### src/rtl/ex_mem_pipe.sv
// EX/MEM pipeline register with valid/ready flow control, synchronous flush and
// Ctrl gating on bubbles. Define EX_MEM_SKID_EN for the two-entry skid buffer.
module ex_mem_pipe #(
    parameter int DATA_W = 32,
    parameter int REG_W  = 5,
    parameter int CTRL_W = 4
) (
    input  logic              Clk,
    input  logic              Rst_n,
    input  logic              Flush,
    input  logic              In_Valid,
    output logic              In_Ready,
    input  logic [DATA_W-1:0] ReadData2_In,
    input  logic [DATA_W-1:0] ALUResult_In,
    input  logic [REG_W-1:0]  WR_In,
    input  logic [CTRL_W-1:0] Ctrl_In,
    output logic              Out_Valid,
    input  logic              Out_Ready,
    output logic [DATA_W-1:0] ReadData2_Out,
    output logic [DATA_W-1:0] ALUResult_Out,
    output logic [REG_W-1:0]  WR_Out,
    output logic [CTRL_W-1:0] Ctrl_Out,
    output logic [1:0]        Occupancy
);

    typedef struct packed {
        logic [CTRL_W-1:0] ctrl;
        logic [REG_W-1:0]  wr;
        logic [DATA_W-1:0] alu;
        logic [DATA_W-1:0] rd2;
    } beat_t;

    // Encoding doubles as the occupancy count.
    typedef enum logic [1:0] {
        EMPTY = 2'd0,
        ONE   = 2'd1,
        TWO   = 2'd2
    } state_e;

    state_e state_q, state_d;
    beat_t  main_q, main_d;
    beat_t  in_beat;
    logic   accept, pop;

    assign in_beat   = '{ctrl: Ctrl_In, wr: WR_In, alu: ALUResult_In, rd2: ReadData2_In};
    assign Out_Valid = (state_q != EMPTY);
    assign pop       = Out_Valid & Out_Ready;
    assign accept    = In_Valid & In_Ready;

`ifdef EX_MEM_SKID_EN
    beat_t skid_q, skid_d;

    // Decoded from state only so upstream never sees a path from Out_Ready.
    assign In_Ready = (state_q != TWO);

    always_comb begin
        state_d = state_q;
        main_d  = main_q;
        skid_d  = skid_q;
        case (state_q)
            EMPTY: begin
                if (accept) begin
                    state_d = ONE;
                    main_d  = in_beat;
                end
            end
            ONE: begin
                if (accept && pop) begin
                    main_d = in_beat;
                end else if (accept) begin
                    state_d = TWO;
                    skid_d  = in_beat;
                end else if (pop) begin
                    state_d = EMPTY;
                end
            end
            TWO: begin
                if (pop) begin
                    state_d = ONE;
                    main_d  = skid_q;
                end
            end
            default: state_d = EMPTY;
        endcase
        if (Flush) state_d = EMPTY;
    end

    always_ff @(posedge Clk or negedge Rst_n) begin
        if (!Rst_n) skid_q <= '0;
        else        skid_q <= skid_d;
    end
`else
    assign In_Ready = !Out_Valid | Out_Ready;

    always_comb begin
        state_d = state_q;
        main_d  = main_q;
        if (accept) begin
            state_d = ONE;
            main_d  = in_beat;
        end else if (pop) begin
            state_d = EMPTY;
        end
        if (Flush) state_d = EMPTY;
    end
`endif

    always_ff @(posedge Clk or negedge Rst_n) begin
        if (!Rst_n) begin
            state_q <= EMPTY;
            main_q  <= '0;
        end else begin
            state_q <= state_d;
            main_q  <= main_d;
        end
    end

    // Payload is left ungated; only control must not leak out of a bubble.
    assign ReadData2_Out = main_q.rd2;
    assign ALUResult_Out = main_q.alu;
    assign WR_Out        = main_q.wr;
    assign Ctrl_Out      = Out_Valid ? main_q.ctrl : '0;
    assign Occupancy     = state_q;

endmodule

### config.mk
export PLATFORM = sky130hd
export DESIGN_NAME = ex_mem_pipe
export DESIGN_NICKNAME = d
export VERILOG_FILES = /design/src/rtl/ex_mem_pipe.sv
export SDC_FILE = /design/constraint.sdc
export NUM_CORES = 1
export LEC_CHECK = 0
export CORE_UTILIZATION = 46
export DETAILED_ROUTE_END_ITERATION = 10
export PLACE_DENSITY = 0.89
export SYNTH_ARGS = -nofsm -noshare
export SYNTH_HDL_FRONTEND = slang
export SYNTH_SLANG_ARGS = --single-unit
### constraint.sdc
create_clock -name Clk -period 3 [get_ports Clk]
set_clock_uncertainty 0.15 [all_clocks]
set_input_delay 0.6 -clock Clk [delete_from_list [all_inputs] [get_ports Clk]]
set_output_delay 0.6 -clock Clk [all_outputs]
set_load 0.01 [all_outputs]
# Yosys cells after proc, flatten, opt, wreduce, memory -nomap -nowiden
# Index checks and enable logic that the tools add are counted.
dict set report op_classes {
  n_bitwise 3
  muxes 4
  n_reduce_logical 3
}
# operator count
set op_table {}
lappend op_table {{$mux W2} 3}
lappend op_table {{$mux W4} 1}
lappend op_table {{$reduce_bool A3 Y1} 1}
lappend op_table {{$and A1 B1 Y1} 2}
lappend op_table {{$reduce_bool A2 Y1} 1}
lappend op_table {{$logic_not A1 Y1} 1}
lappend op_table {{$or A1 B1 Y1} 1}
dict set report totals {
  inputBits 78
  output_inout_bits 77
  register_bits 75
}

# Depth between registers and ports, before layout
dict set report logic_depth {
  depth_word 6
  mapped_depth 4
  mapped_depth_nobuf 3
}

# Worst setup path after synthesis
# OpenSTA, ideal clock, no wires.
dict set report synth_path {
  path_type {input to register}
  startpoint {input Out_Ready}
  endpoint {register main_q, in the netlist ALUResult_Out[0]}
  n_path_buf 1
  stages 4
  required_time_ns 2.725
  path_slack_ns 1.361
  t_arrival_ns 1.364
  path_cell_list {nand2b_4 -> nand2_8 -> buf_6 -> mux2_4}
}
dict set report synth_between {
  elab_chain_cells 2
}
# element line
set synth_lines {}
lappend synth_lines {{start: declaration} 18} ;# input logic Out_Ready,
lappend synth_lines {{$or A1 B1 Y1} 93} ;# assign In_Ready = !Out_Valid | Out_Ready;
lappend synth_lines {{$and A1 B1 Y1} 48} ;# assign accept = In_Valid & In_Ready;
lappend synth_lines {{end signal: assignment} 114} ;# main_q <= main_d;
lappend synth_lines {{end: declaration} 41} ;# beat_t main_q, main_d;
# No other way between the ends.
# A chain may end at the register's enable or synchronous reset.

# Worst setup path after layout
dict set report layout_path {
  startpoint {input Out_Ready}
  endpoint {output In_Ready}
}
dict set report layout_between {
  elab_chain_cells 1
}
# element line
set layout_lines {}
lappend layout_lines {{$or A1 B1 Y1} 93}
lappend layout_lines {{end: declaration} 12} ;# output logic In_Ready,
# No other way between the ends.

==> impl_metrics.tcl <==
set metrics [dict create \
    clk_latency_ns 0.33 \
    hp-class "in -> async" \
    synth_top_area_share_pct 51.1 \
    totalNegativeSetupSlack_ns 0 \
    syn-num-nets 312 \
    p_per_area_nw_per_um2 550 \
    rsz0062_at_grt "no" \
    clk_pin_slew_worst_paths_ns 0.08 \
    avgRoutedWirePerCell_um 15.2 \
    final_util_pct 64.0 \
    avgSynthCellArea_um2 15.5 \
    port_buffers 153 \
    fin_crit_sh_pct 84.1 \
    grt_overflow 0 \
    seq_area_frac_synth_pct 51.1 \
    yosysMostFrequentCell "dfrtp_1" \
    drt-pass1-iter-count 6 \
    async_reset_ff_share_pct 100 \
    irDropWorstVdd_mv 0.261 \
    clockBufferDepth 2 \
    setup_viol 0 \
    clock-root-buffer "clkbuf_8" \
    critPathKind "in -> out" \
    fin_nets 401 \
    startpoint_type "primary input" \
    synthToLayoutAreaGrowth_pct 35.7 \
    ys_types 12 \
    routed_wl_um 6520 \
    worst_ep_required_time_ns 2.25 \
    drc 0 \
    fmaxAchievable_mhz 396 \
    drive_gt1_share_pct 29.0 \
    critPathCaptureType "primary output" \
    vias 1905 \
    hold_viol_final 0 \
    start_util_pct 47.2 \
    yosys_register_bits 74 \
    holdWs_ns 0.254 \
    drv_cap 0 \
    hold_buffers 0 \
    arrival_ns 1.77 \
    r2r-start "Occupancy[0]" \
    drv_slew 0 \
    dieArea_um2 8240 \
    post-dp-hpwl_um 4650 \
    core-area_um2 7690 \
    yosys_warnings 0 \
    cts_made_buffers 9 \
    netlist_instances 234 \
    startpoint "Out_Ready" \
    fin_cells 430 \
    dpl_worst_slack_ns 0.467 \
    die_y_um 90.8 \
    rows 32 \
    cts_resized 0 \
    status "finished clean" \
    synth_commonest_cells "dfrtp_1, buf_4, mux2_4" \
    path_max_fanout 3 \
    cts.sinks 74 \
    grt_first_pass_wirelength_um 10700 \
    synth_area_um2 3630 \
    grt_max_degree 75 \
    fin_crit_ns 2.52 \
    ant_nets 0 \
    cts_setup_buffers 0 \
    grt_pass1_vias 2087 \
    slew_headroom_pct 40.4 \
    worst_pin_slew_ns 0.893 \
    dp_cells 414 \
    grt_antenna_before_repair 0 \
    grt_use_total_pct 16.7 \
    viasPerCell 4.43 \
    cts_max_level 3 \
    synth_edf_count 0 \
    ys_top_cells_by_area "dfrtp_1, mux2_4, buf_4" \
    worst_slack_ns 0.476 \
    antenna_cells 0 \
    dr.first_iter.drc_count 35 \
    io-pin-count 155 \
    cts_tree "yes" \
    fp.dieW_um 90.8 \
    p_leak_nw 2.23 \
    yosysTopAreaCell "dfrtp_1" \
    gp_congestion 0.728 \
    synth-main-ff-cell "dfrtp_1" \
]
[final timing paths]
path | endpoint | slack, ns | cells past startpoint
max | In_Ready | 0.48 | 3
min | ALUResult_Out[25] | 0.25 | 1
max reg2reg | ReadData2_Out[2] | 1.25 | 4
min reg2reg | main_q[70] | 0.36 | 1
max in group asynchronous | ReadData2_Out[27] | 1.87 | 1
min in group Clk | main_q[70] | 0.36 | 1
[state kept, by name, summed over array words and instances (netlist names)]
name and flops:
main_q 4, ALUResult_Out 32, WR_Out 5, ReadData2_Out 32, Occupancy 1
[cells by family after synthesis]
group | Yosys count | share of synthesized area, %
flops | 74 | 51.1
mux | 73 | 29.9
buf+inv | 79 | 17.2
simple gates | 6 | 1.62
compound gates | 1 | 0.138
other cells | 1 | 0.103
[layout by cell type, fill, tap and decap left out]
cell type,n
nand2b_4,1
clkdlybuf4s50_1,152
a21oi_1,1
nand2_8,1
bufinv_16,1
clkinvlp_4,2
mux2_4,70
buf_12,1
inv_1,1
buf_4,3
dfrtp_1,74
conb_1,1
mux2_2,3
and2_1,4
clkbuf_8,13
[critical path, stage by stage]
cell and delay (ns):
clkdlybuf4s50_1 0.45, nand2b_4 0.16, clkdlybuf4s50_1 0.57
[final cells by class]
type	instances	area (µm²)
Clock inverter	3	45.0
Multi-Input combinational cell	81	1150
Inverter	1	3.75
Clock buffer	13	179
Timing Repair Buffer	156	1560
Tap cell	102	128
Fill cell	579	2760
Sequential cell	74	1850
[metal layers]
| metal | up-vias | track usage, % | routed length, µm |
|---|---|---|---|
| met5 | - | 0 | 0 |
| met4 | 0 | 5.95 | 91 |
| met3 | 11 | 3.54 | 342 |
| met2 | 85 | 27.8 | 3320 |
| met1 | 926 | 21.6 | 2760 |
| li1 | 883 | - | - |
[through the flow]
step	total power [W]	area (µm²)
2_1_floorplan	0.00167	3630
3_3_place_gp	0.00189	4700
3_5_place_dp	0.00191	4700
4_1_cts	0.00275	4920
5_1_grt	0.00284	4920
6_report	0.00271	4920
[report_power, final]
part	internal, W	total [W]	leakage, nW	switching (W)
sequential	0.00112	0.00119	0.867	0.0000717
clock	0.000475	0.000822	0.108	0.000347
combinational	0.000477	0.000694	1.25	0.000217
Note: power is estimated with default switching activity, not from simulation.
